`src/rtl/tune_pkg.sv`:
```
// Shared types and constants for the tune sequencer: FSM states, melody entry layout,
// the pitch-to-half-period table and the default melody.
package tune_pkg;

    typedef enum logic [2:0] {
        StIdle,
        StLoad,
        StPlay,
        StGap,
        StDone
    } state_e;

    localparam int unsigned EntryW = 8;
    localparam int unsigned PitchW = 4;
    localparam int unsigned LenW   = 4;
    localparam int unsigned LutW   = 12;

    // Pitch code in the upper nibble, length in beats in the lower nibble.
    typedef struct packed {
        logic [PitchW-1:0] pitch;
        logic [LenW-1:0]   len;
    } entry_t;

    localparam logic [LutW-1:0] PitchLut [16] = '{
        12'd0,   12'd956, 12'd851, 12'd758, 12'd716, 12'd638, 12'd568, 12'd506,
        12'd478, 12'd426, 12'd379, 12'd358, 12'd319, 12'd284, 12'd253, 12'd239
    };

    localparam int unsigned TuneLen = 4;
    localparam logic [EntryW-1:0] Tune [TuneLen] = '{8'h12, 8'h01, 8'h31, 8'h00};

    function automatic logic [LutW-1:0] pitch_period(input logic [PitchW-1:0] pitch);
        return PitchLut[pitch];
    endfunction

endpackage

```
`src/rtl/tune_sequencer_if.sv`:
```
// Control and tone-output bundle between the io_in control bits, the sequencer and the
// tone generator.
interface tune_sequencer_if #(
    parameter int unsigned ADDR_W   = 4,
    parameter int unsigned PERIOD_W = 12
) ();
    logic                start;
    logic                stop;
    logic                loop_en;
    logic                tone_en;
    logic [PERIOD_W-1:0] tone_half_period;
    logic [ADDR_W-1:0]   note_addr;
    logic                busy;
    logic                done;

    modport master (
        output start, stop, loop_en,
        input  tone_en, tone_half_period, note_addr, busy, done
    );

    modport slave (
        input  start, stop, loop_en,
        output tone_en, tone_half_period, note_addr, busy, done
    );
endinterface

```
`src/rtl/tune_rom.sv`:
```
// Melody table: combinational address to 8-bit entry; unused addresses read as the
// end-of-tune marker.
module tune_rom
    import tune_pkg::*;
#(
    parameter int unsigned ADDR_W = 4
) (
    input  logic [ADDR_W-1:0] addr_i,
    output logic [EntryW-1:0] entry_o
);

    always_comb begin
        entry_o = '0;
        for (int unsigned i = 0; i < TuneLen; i++) begin
            if (addr_i == ADDR_W'(i)) begin
                entry_o = Tune[i];
            end
        end
    end

endmodule

```
`src/rtl/tune_sequencer.sv`:
```
// Note sequencer: walks the melody table and times notes and gaps in beats, driving the
// tone generator with registered enable and half-period.
module tune_sequencer
    import tune_pkg::*;
#(
    parameter int unsigned BEAT_COUNT = 100,
    parameter int unsigned GAP_BEATS  = 1,
    parameter int unsigned ADDR_W     = 4,
    parameter int unsigned PERIOD_W   = 12
) (
    input logic              clk,
    input logic              rst,
    tune_sequencer_if.slave  bus
);

    localparam int unsigned       PrescW   = (BEAT_COUNT > 1) ? $clog2(BEAT_COUNT) : 1;
    localparam logic [PrescW-1:0] PrescMax = PrescW'(BEAT_COUNT - 1);
    localparam logic [ADDR_W-1:0] AddrMax  = {ADDR_W{1'b1}};

    state_e              state_q, state_d;
    logic [ADDR_W-1:0]   addr_q, addr_d;
    logic                wrapped_q, wrapped_d;
    logic [PrescW-1:0]   presc_q, presc_d;
    logic [7:0]          beats_q, beats_d;
    logic                tone_en_q, tone_en_d;
    logic [PERIOD_W-1:0] half_q, half_d;
    logic                busy_q, busy_d;
    logic                done_q, done_d;

    logic [EntryW-1:0]   entry_raw;
    entry_t              entry;
    logic                beat_wrap;
    logic                last_beat;

    tune_rom #(
        .ADDR_W (ADDR_W)
    ) u_rom (
        .addr_i  (addr_q),
        .entry_o (entry_raw)
    );

    assign entry = entry_t'(entry_raw);

    always_comb begin
        state_d   = state_q;
        addr_d    = addr_q;
        wrapped_d = wrapped_q;
        presc_d   = presc_q;
        beats_d   = beats_q;
        tone_en_d = tone_en_q;
        half_d    = half_q;
        done_d    = 1'b0;
        beat_wrap = (presc_q == PrescMax);
        last_beat = beat_wrap && (beats_q == 8'd1);

        unique case (state_q)
            StIdle: begin
                if (bus.start && !bus.stop) begin
                    state_d   = StLoad;
                    addr_d    = '0;
                    wrapped_d = 1'b0;
                end
            end
            StLoad: begin
                if (entry.len == '0 || wrapped_q) begin
                    if (bus.loop_en && addr_q != '0) begin
                        addr_d    = '0;
                        wrapped_d = 1'b0;
                    end else begin
                        state_d   = StDone;
                        done_d    = 1'b1;
                        tone_en_d = 1'b0;
                    end
                end else begin
                    half_d    = PERIOD_W'(pitch_period(entry.pitch));
                    tone_en_d = (entry.pitch != '0);
                    beats_d   = 8'(entry.len);
                    presc_d   = '0;
                    state_d   = StPlay;
                end
            end
            StPlay, StGap: begin
                presc_d = beat_wrap ? '0 : presc_q + 1'b1;
                if (beat_wrap) begin
                    beats_d = beats_q - 8'd1;
                end
                if (last_beat) begin
                    tone_en_d = 1'b0;
                    if (state_q == StPlay && GAP_BEATS > 0) begin
                        state_d = StGap;
                        beats_d = 8'(GAP_BEATS);
                        presc_d = '0;
                    end else begin
                        // Stepping past the last table slot marks the tune as finished.
                        state_d = StLoad;
                        addr_d  = addr_q + 1'b1;
                        if (addr_q == AddrMax) begin
                            wrapped_d = 1'b1;
                        end
                    end
                end
            end
            StDone: begin
                state_d = StIdle;
            end
            default: begin
                state_d = StIdle;
            end
        endcase

        if (bus.stop && state_q != StIdle) begin
            state_d   = StIdle;
            tone_en_d = 1'b0;
            done_d    = 1'b0;
        end

        busy_d = (state_d != StIdle);
    end

    always_ff @(posedge clk or negedge rst) begin
        if (!rst) begin
            state_q   <= StIdle;
            addr_q    <= '0;
            wrapped_q <= 1'b0;
            presc_q   <= '0;
            beats_q   <= '0;
            tone_en_q <= 1'b0;
            half_q    <= '0;
            busy_q    <= 1'b0;
            done_q    <= 1'b0;
        end else begin
            state_q   <= state_d;
            addr_q    <= addr_d;
            wrapped_q <= wrapped_d;
            presc_q   <= presc_d;
            beats_q   <= beats_d;
            tone_en_q <= tone_en_d;
            half_q    <= half_d;
            busy_q    <= busy_d;
            done_q    <= done_d;
        end
    end

    assign bus.tone_en          = tone_en_q;
    assign bus.tone_half_period = half_q;
    assign bus.note_addr        = addr_q;
    assign bus.busy             = busy_q;
    assign bus.done             = done_q;

endmodule

```
`src/flat_wrapper.sv`:
```
// flat-port wrapper written by rule: the top's interface ports become plain ports
module tune_sequencer_flat import tune_pkg::*;
#(
    parameter int unsigned BEAT_COUNT = 100,
    parameter int unsigned GAP_BEATS  = 1,
    parameter int unsigned ADDR_W     = 4,
    parameter int unsigned PERIOD_W   = 12
)
  (clk, rst, bus_start, bus_stop, bus_loop_en, bus_tone_en, bus_tone_half_period, bus_note_addr, bus_busy, bus_done);
  tune_sequencer_if #(.ADDR_W(ADDR_W), .PERIOD_W(PERIOD_W)) bus_i ();
  input logic clk;
  input logic rst;
  input wire logic [$bits(bus_i.start)-1:0] bus_start;
  input wire logic [$bits(bus_i.stop)-1:0] bus_stop;
  input wire logic [$bits(bus_i.loop_en)-1:0] bus_loop_en;
  output wire logic [$bits(bus_i.tone_en)-1:0] bus_tone_en;
  output wire logic [$bits(bus_i.tone_half_period)-1:0] bus_tone_half_period;
  output wire logic [$bits(bus_i.note_addr)-1:0] bus_note_addr;
  output wire logic [$bits(bus_i.busy)-1:0] bus_busy;
  output wire logic [$bits(bus_i.done)-1:0] bus_done;
  assign bus_i.start = bus_start;
  assign bus_i.stop = bus_stop;
  assign bus_i.loop_en = bus_loop_en;
  assign bus_tone_en = bus_i.tone_en;
  assign bus_tone_half_period = bus_i.tone_half_period;
  assign bus_note_addr = bus_i.note_addr;
  assign bus_busy = bus_i.busy;
  assign bus_done = bus_i.done;
  tune_sequencer #(.BEAT_COUNT(BEAT_COUNT), .GAP_BEATS(GAP_BEATS), .ADDR_W(ADDR_W), .PERIOD_W(PERIOD_W)) u_core (.clk(clk), .rst(rst), .bus(bus_i));
endmodule
```
`config.mk`:
```
export PLATFORM = sky130hd
export DESIGN_NAME = tune_sequencer_flat
export DESIGN_NICKNAME = d
export VERILOG_FILES = /design/src/rtl/tune_pkg.sv /design/src/rtl/tune_sequencer_if.sv /design/src/rtl/tune_rom.sv /design/src/rtl/tune_sequencer.sv /design/src/flat_wrapper.sv
export SDC_FILE = /design/constraint.sdc
export NUM_CORES = 1
export LEC_CHECK = 0
export ABC_AREA = 1
export BUFFER_PORTS_ARGS = -buffer_cell sky130_fd_sc_hd__buf_2
export CAP_MARGIN = 20
export CORE_ASPECT_RATIO = 1.25
export CORE_UTILIZATION = 60
export CTS_BUF_LIST = sky130_fd_sc_hd__clkbuf_4
export DETAILED_ROUTE_END_ITERATION = 8
export PLACE_DENSITY = 0.78
export REMOVE_ABC_BUFFERS = 1
export SLEW_MARGIN = 25
export SYNTH_ARGS = -nofsm -noshare
export SYNTH_HDL_FRONTEND = slang
export SYNTH_SLANG_ARGS = --single-unit
```
`constraint.sdc`:
```
create_clock -name clk -period 2 [get_ports clk]
set_input_delay 0 -clock clk [delete_from_list [all_inputs] [get_ports clk]]
set_output_delay 0 -clock clk [all_outputs]
set_load 0.03 [all_outputs]
```
-- After elaboration in Yosys (flattened, before gate mapping)
Memory sizes are Yosys's and may differ from the RTL's. A register that Yosys moved wholly into a read port is not among the register bits.
Cells that the tools add are included.
- add/sub/neg operators: 3
- equality and inequality tests: 18
- multiplexer cells: 43
- bitwise gates (word level): 2
- reduce and logical (&&, ||, !) cells: 23
- operator list (kind ; count):
    two-way mux 8 bit ; 7
    two-way mux 7 bit ; 4
    two-way mux 4 bit ; 5
    case mux 8 bit (2 select lines) ; 1
    two-way mux 3 bit ; 5
    two-way mux 1 bit ; 14
    case mux 7 bit (2 select lines) ; 1
    case mux 4 bit (3 select lines) ; 1
    nonzero test 3 bit ; 4
    != test 2 x 1 -> 1 bit (second input constant) ; 5
    case mux 3 bit (3 select lines) ; 1
    equality test 4 x 2 -> 1 bit (second input constant) ; 2
    equality test 8 x 1 -> 1 bit (second input constant) ; 1
    zero test 4 bit ; 2
    nonzero test 4 bit ; 2
    subtractor 8 x 1 -> 8 bit (second input constant) ; 1
    adder 7 x 1 -> 7 bit (second input constant) ; 1
    equality test 7 bit (second input constant) ; 1
    AND reduction 7 bit ; 1
    equality test 3 x 2 -> 1 bit (second input constant) ; 2
    AND reduction 6 bit ; 1
    two-way mux 5 bit ; 1
    inverter 4 -> 5 bit ; 1
    adder 4 x 1 -> 4 bit (second input constant) ; 1
    other kinds (18) ; 24
- bits in registers: 26
- ROM bits: 192
- input port bits: 5
- output and inout bits: 19
- logic and storage cells: 98
- memories: 1
- memory list (name ; depth ; width ; rd ports ; clocked after memory_dff ; wr ports ; RTL line ; source):
    (name not given) ; 16 ; 12 ; 1 ; 1 ; 0 ; tune_pkg.sv:33 ; return PitchLut[pitch];

-- Logic depth before layout (Yosys ltp)
Gate-level depths: netlist of run 1.
- depth in word-level cells: 11
- depth in mapped cells: 12
- mapped depth without buffers: 12

-- Hierarchy
Synthesis of run 1 repeated with hierarchy kept, for this count alone.
- cell total of the unflattened synthesis: 345
- area total of the unflattened synthesis: 2476.1 µm²
- by module, submodules not included (module ; instances ; cells an instance ; area an instance (µm²) ; seq. area each (µm²)):
    tune_sequencer ; 1 ; 327 ; 2391.0 ; 900.9
    tune_rom ; 1 ; 18 ; 85.1 ; 0.0

-- Least setup slack after synthesis of run 1
No wires, ideal clock.
- kind: register to register
- from: register u_core.addr_q[1] (netlist: u_core.bus.note_addr[1])
- to: register u_core.tone_en_q (netlist: u_core.bus.tone_en)
- setup time: 0.065 ns
- arrival: 1.847 ns
- data required time: 1.935 ns
- slack: 0.087 ns
- cell stages (with the launch flop): 13
- path buffers: 0
- clock period less this slack: 1.913 ns
- cells stage by stage: dfrtp_1 -> inv_1 -> ha_1 -> inv_1 -> nand3_1 -> a21oi_1 -> inv_1 -> ha_1 -> nor2_1 -> nand2_1 -> nor2_1 -> nand4_1 -> nand2_1
- RTL lines (item ; RTL line ; source):
    start: declaration ; tune_sequencer.sv:21 ; logic [ADDR_W-1:0] addr_q, addr_d;
    start signal: assignment ; tune_sequencer.sv:133 ; addr_q <= addr_d;
    end signal: assignment ; tune_sequencer.sv:137 ; tone_en_q <= tone_en_d;
    end: declaration ; tune_sequencer.sv:25 ; logic tone_en_q, tone_en_d;

==> flow_summary.json, run 1 <==
{
  "synth_cell_types": 33,
  "hold_ws_ps": 93.4,
  "outcome": "complete, no violations",
  "first_pass_iters": 4,
  "overflow": 0,
  "gr-usage-all-layers_pct": 25.0,
  "root_buffer": "clkbuf_4",
  "layout_commonest_cell": "nand2_1",
  "ir_drop_uv": 933,
  "clock_sinks": 32,
  "min_path_type": "in -> reg",
  "tightest_slew_ps": 724,
  "synth_area_per_cell_sq_um": 7.50,
  "ios": 24,
  "gp_congestion": 0.828,
  "drv_cap": 0,
  "multi_input_area_sq_um": 1160,
  "drv_slew": 0,
  "regArea_sq_um": 803,
  "ant_nets": 0,
  "fin_crit_sh_pct": 92.4,
  "dp_hpwl_mm": 3.10,
  "critPathMaxStageDelay_ps": 420,
  "fp-row-count": 23,
  "power_density_nw_per_um2": 1270,
  "p_leak_nw": 1.23,
  "hold_depth": 4,
  "ys_warn_count": 0,
  "cts_buffer_depth": 2,
  "reg2regPathDepth": 12,
  "initial_utilization_pct": 65.0,
  "detail_route.wl_per_cell_um": 12.5,
  "tns_ps": 0,
  "core_sq_um": 3310,
  "critical_path_arrival_ps": 2130,
  "detail_route.vias_per_cell": 5.31,
  "synth_seq_area_share_pct": 37.2,
  "syn_inst": 287,
  "die_h_um": 69.0,
  "syn_area_sq_um": 2150,
  "wl_mm": 4.34,
  "ys_seq_elements": 32,
  "vias": 1847,
  "worstPathRequired_ps": 2280,
  "num_antenna_cells": 0,
  "clkTransAtPathRegs_ps": 100,
  "first_iter_violations": 103,
  "h-tree-depth": 2,
  "setup_viol": 0,
  "post-place-ws_ps": 73.0,
  "die_area_sq_um": 3830,
  "fin_crit_ps": 1850,
  "skew_ps": 9.33,
  "setup_slack_ps": 152,
  "final_cell_mix": "85 x nand2_1, 30 x dfrtp_1, 25 x inv_1, 23 x nor2_1, 22 x nand3_1",
  "crit_path_top_delay_cell": "dfrtp_2",
  "drc": 0,
  "area_delta_synth_final_pct": 8.37,
  "cts_tree": "built",
  "hold_viol": 0,
  "grt_max_degree": 33,
  "die_w_um": 55.6,
  "n_fill_cell": 278,
  "max_clock_freq_ghz": 0.541,
  "crit_type": "reg -> reg",
  "path_cells": "inv_1 > ha_1 > inv_1 > nand3_1 > a21oi_2 > inv_2 > ha_1 > nor2_1 > nand2_1 > nor2_1 > nand4_1 > nand2_1",
  "antenna_found_initial": 0,
  "final_nets": 327,
  "cp-start-kind": "flop",
  "grt_pass1_wl_mm": 7.32,
  "drive_gt1_share_pct": 20.9,
  "clock_latency_ps": 340,
  "grt_pass1_vias": 1719,
  "portBuffers": 21,
  "slew_headroom_pct": 51.7,
  "fin_util_pct": 70.5,
  "critPathMaxFanout": 6,
  "cp-end-kind": "flop",
  "numCtsBuffers": 5,
  "power_mw": 2.97
}
[cell type report]
type | instances | share of cell area [%]
multi-input combinational | 212 | 49.8
sequential | 32 | 34.4
timing repair buffer | 27 | 6.55
inverter | 33 | 5.31
tap | 37 | 1.98
clock buffer | 5 | 1.61
clock inverter | 2 | 0.322
[cells by family (layout without fill, tap and decap cells)]
kind of cell	Yosys count	in the layout	synth area share, %
other	1	2	0.174
AO/OA/AOI/OAI	33	33	9.19
adder cells (fa/ha/maj)	11	11	6.40
flip-flops	32	32	37.2
AND/OR/NAND/NOR	159	159	34.7
buffers and inverters	44	67	9.54
XOR/XNOR	7	7	2.85
[synth_stat cells]
cell	count	area, sq um
o21ai_1	7	35.0
nand3_4	1	17.5
nand2_4	2	22.5
nand2_2	4	25.0
buf_4	8	60.1
nor3_4	1	16.3
xor2_1	4	35.0
inv_2	7	26.3
nor2_4	4	45.0
o22ai_1	2	12.5
inv_1	26	97.6
nand3_1	22	110
o32ai_1	1	8.76
nand4_1	6	37.5
dfrtp_1	32	801
ha_1	11	138
a21boi_2	1	11.3
buf_6	1	11.3
conb_1	1	3.75
o211ai_1	4	30.0
buf_2	2	10.0
o2111ai_1	2	17.5
and2_1	1	6.26
nand2_1	85	319
nor2_1	24	90.1
nor2_2	5	31.3
or2_2	2	12.5
nor3b_1	1	7.51
a21boi_1	1	7.51
o21ai_0	9	45.0
a21oi_1	6	30.0
xnor2_1	3	26.3
nor3_1	1	5.00
[final timing paths]
check | from | end | slack, ps
worst max-delay path | u_core.bus.note_addr[1] | u_core.bus.tone_en | 150
max in group asynchronous | rst | u_core.bus.note_addr[1] | 1240
worst min-delay path | bus_stop | u_core.state_q[0] | 90
min in group asynchronous | rst | u_core.presc_q[4] | 250
worst max register to register | u_core.bus.note_addr[1] | u_core.bus.tone_en | 150
worst min register to register | u_core.bus.tone_half_period[3] | u_core.bus.tone_half_period[3] | 480
[layer usage]
metal	part of all wire, %	vias to the layer above	GRT usage (%)
met5	0	-	0
met4	1.7	0	12.8
met3	4.4	7	5.60
met2	49	46	45.0
met1	45	834	28.3
li1	-	960	-
[state kept, by name, indices dropped and copies added, names as in the netlist]
signal                       cells
u_core.bus.done                  1
u_core.bus.tone_en               1
u_core.presc_q                   7
u_core.bus.tone_half_period      6
u_core.bus.note_addr             4
u_core.bus.busy                  1
u_core.state_q                   3
u_core.beats_q                   8
u_core.wrapped_q                 1
[worst max-delay path: cells and delay by family (launching register included)]
| kind | cells | cell delay (ps) |
|---|---|---|
| AOI/OAI and AO/OA | 1 | 200 |
| adders and majority gates | 2 | 400 |
| and+or+nand+nor | 6 | 560 |
| buffers and inverters | 3 | 250 |
| DFF | 1 | 420 |
[power breakdown]
group	switching [mW]	internal, mW	leakage, nW
logic	1.11	0.550	0.784
clock network	0.218	0.123	0.0261
registers	0.140	0.822	0.422
[repair_timing]
item	4_1_cts	5_1_grt
hold buffers	1	0
setup buffers	0	2
setup endpoints to repair	0	6
endpoints found under the hold margin	32	0
gates resized for setup	0	7
[metrics by stage]
stage | area (sq um) | cells
after detailed placement | 2250 | 338
after floorplan | 2070 | 277
after CTS | 2300 | 346
after global routing | 2330 | 348
final | 2330 | 348
after global placement | 2250 | 338
Note: power is estimated with default switching activity, not from simulation.
==> run 2: changes to the inputs <==
ABC_AREA = default   (was 1)
PLACE_DENSITY = 0.79   (was 0.78)
==> run 2 against run 1 <==
The flow now finishes with violations (setup timing); cell area increased by 13%; wire length increased by 52%; clock power up 46%; global-route usage grew 9.1 points; hold slack lost 51 ps; maximum frequency fell by 11%; critical path type unchanged.
==> flow_summary.json, run 2 <==
{
  "syn_area_sq_um": 2010,
  "slew_headroom_pct": 51.4,
  "syn_inst": 206,
  "fin_util_pct": 82.8,
  "crit_type": "reg -> reg",
  "grt_pass1_wl_mm": 8.51,
  "dp_hpwl_mm": 3.69,
  "clock_latency_ps": 360,
  "initial_utilization_pct": 62.9,
  "clock_sinks": 32,
  "synth_area_per_cell_sq_um": 9.75,
  "root_buffer": "clkbuf_4",
  "largest_reg_flops": 8,
  "reg2regPathDepth": 6,
  "grt_max_degree": 33,
  "synth_cell_types": 54,
  "p_leak_nw": 1.27,
  "outcome": "complete, but fails checks",
  "synthArstFlopShare_pct": 100,
  "rsz0062_at_grt": "true",
  "setup_viol": 14,
  "drive_gt1_share_pct": 43.0,
  "drv_slew": 0,
  "max_clock_freq_ghz": 0.481,
  "postPlaceCellArea_sq_um": 2330,
  "ios": 24,
  "fin_crit_ps": 2080,
  "final_cell_mix": "45 x buf_4, 32 x dfrtp_1, 21 x buf_2, 14 x nor2_1, 12 x nand2_1",
  "ant_nets": 0,
  "drv_cap": 0,
  "overflow": 0,
  "synth_largest_area_cell": "dfrtp_1",
  "cts_buffer_depth": 2,
  "ys_warn_count": 0,
  "numCtsBuffers": 5,
  "ys_top_cells_by_count": "32 x dfrtp_1, 15 x nor2_1, 12 x inv_1, 12 x nand2_1, 11 x ha_1",
  "vias": 2030,
  "clkTransAtPathRegs_ps": 110,
  "power_density_nw_per_um2": 1050,
  "antenna_found_initial": 0,
  "core_sq_um": 3190,
  "cp-end-kind": "flop",
  "yosysTopAreaCellShare_pct": 39.9,
  "die_h_um": 66.7,
  "cp-start-kind": "flop",
  "gp_congestion": 0.859,
  "final_nets": 285,
  "synth_edf_count": 0,
  "area_delta_synth_final_pct": 31.7,
  "synth_seq_area_share_pct": 39.9,
  "detail_route.vias_per_cell": 6.61,
  "fp-row-count": 23,
  "first_pass_iters": 5,
  "skew_ps": 7.09,
  "layout_commonest_cell": "buf_4",
  "stdcell_area_sq_um": 2650,
  "cts_tree": "built",
  "critical_path_arrival_ps": 2380,
  "setup_slack_ps": -77.0,
  "detail_route.wl_per_cell_um": 21.5,
  "die_w_um": 53.8,
  "synth.area.top_cells": "dfrtp_1 40%, ha_1 6.8%, a31oi_1 3.1%, buf_6 2.8%, nor2_1 2.8%",
  "gr-usage-all-layers_pct": 34.1,
  "min_path_type": "in -> reg",
  "worstPathRequired_ps": 2300,
  "drc": 0,
  "wl_mm": 6.60,
  "grt_pass1_vias": 1839,
  "regMostFlops": "u_core.beats_q",
  "fin_crit_sh_pct": 104,
  "synthFlopType": "dfrtp_1",
  "first_iter_violations": 194,
  "h-tree-depth": 2,
  "portBuffers": 21,
  "yosysMostFrequentCell": "dfrtp_1",
  "hold_depth": 3,
  "num_antenna_cells": 0,
  "violations": "setup timing",
  "critPathMaxFanout": 2,
  "hold_viol": 0,
  "ir_drop_uv": 946,
  "tightest_slew_ps": 729,
  "ys_seq_elements": 32,
  "die_area_sq_um": 3590
}
run 2: changes by cell type after synthesis, moves of 5 or more:
cell,before,now
a22o_1,0,5
nor3_1,1,9
nor2_1,24,15
inv_1,26,12
a31oi_1,0,10
nand2_1,85,12
nand4_1,6,1
o31ai_1,0,5
inv_2,7,0
nor2_2,5,0
nand3_1,22,9
run 2: cell families after synthesis:
family | after synthesis | synth area share (%)
AND/OR/NAND/NOR | 73 | 21.7
buffers and inverters | 27 | 8.09
multiplexers | 7 | 4.42
XOR/XNOR | 1 | 0.436
flip-flops | 32 | 39.9
other | 1 | 0.187
adder cells (fa/ha/maj) | 11 | 6.85
AO/OA/AOI/OAI | 54 | 18.5
run 2: through the flow:
stage	power (mW)	std cells	setup TNS [ps]	worst slack (ps)	hold slack, ps
after floorplan	1.57	192	-8530	-444	-296
after global routing	2.86	307	-1460	-146	45.6
after detailed placement	2.01	288	-1210	-130	98.7
final	2.77	307	-473	-77.0	42.5
after global placement	1.95	288	-139	-42.2	75.6
after CTS	2.54	298	-0.771	-0.771	3.24
run 2: critical path, stage by stage, from the launching register on:
cell and delay, ps:
dfrtp_1 410, ha_2 200, nand4b_1 150, or3_4 380, or4_4 540, nor3_2 230
a21o_1 120
run 2: final cells by class:
type,count,area [sq um]
Inverter,12,50.0
Timing Repair Buffer,70,487
Sequential cell,32,801
Clock inverter,3,37.5
Multi-Input combinational cell,148,1190
Tap cell,37,46.3
Fill cell,157,548
Clock buffer,5,37.5
run 2: metal layers:
layer,vias up,wire (um),track usage (%)
met3,50,531,8.45
met1,958,2260,36.3
met4,0,377,18.1
li1,869,-,-
met5,-,0,0
met2,153,3430,59.6
run 2: final timing paths:
check / to / slack (ps) / start
worst min register to register: u_core.beats_q[5] / 520 / u_core.beats_q[5]
worst max register to register: u_core.bus.note_addr[0] / -80 / u_core.presc_q[1]
min in group asynchronous: u_core.beats_q[1] / 230 / rst
worst max-delay path: u_core.bus.note_addr[0] / -80 / u_core.presc_q[1]
max in group asynchronous: u_core.presc_q[3] / 1310 / rst
worst min-delay path: u_core.state_q[0] / 40 / bus_stop
run 2: report_power, final:
group | switching [mW] | total (mW) | internal, mW
Clock | 0.244 | 0.499 | 0.255
Sequential | 0.0955 | 0.855 | 0.760
Combinational | 0.854 | 1.42 | 0.562
Total | 1.19 | 2.77 | 1.58
run 2: what timing repair did:
action	4_1_cts	5_1_grt
endpoints found under the hold margin	32	0
endpoints found under the setup margin	24	17
hold buffers	1	0
pin swaps	4	8
resized for setup	18	19
setup buffers	1	9
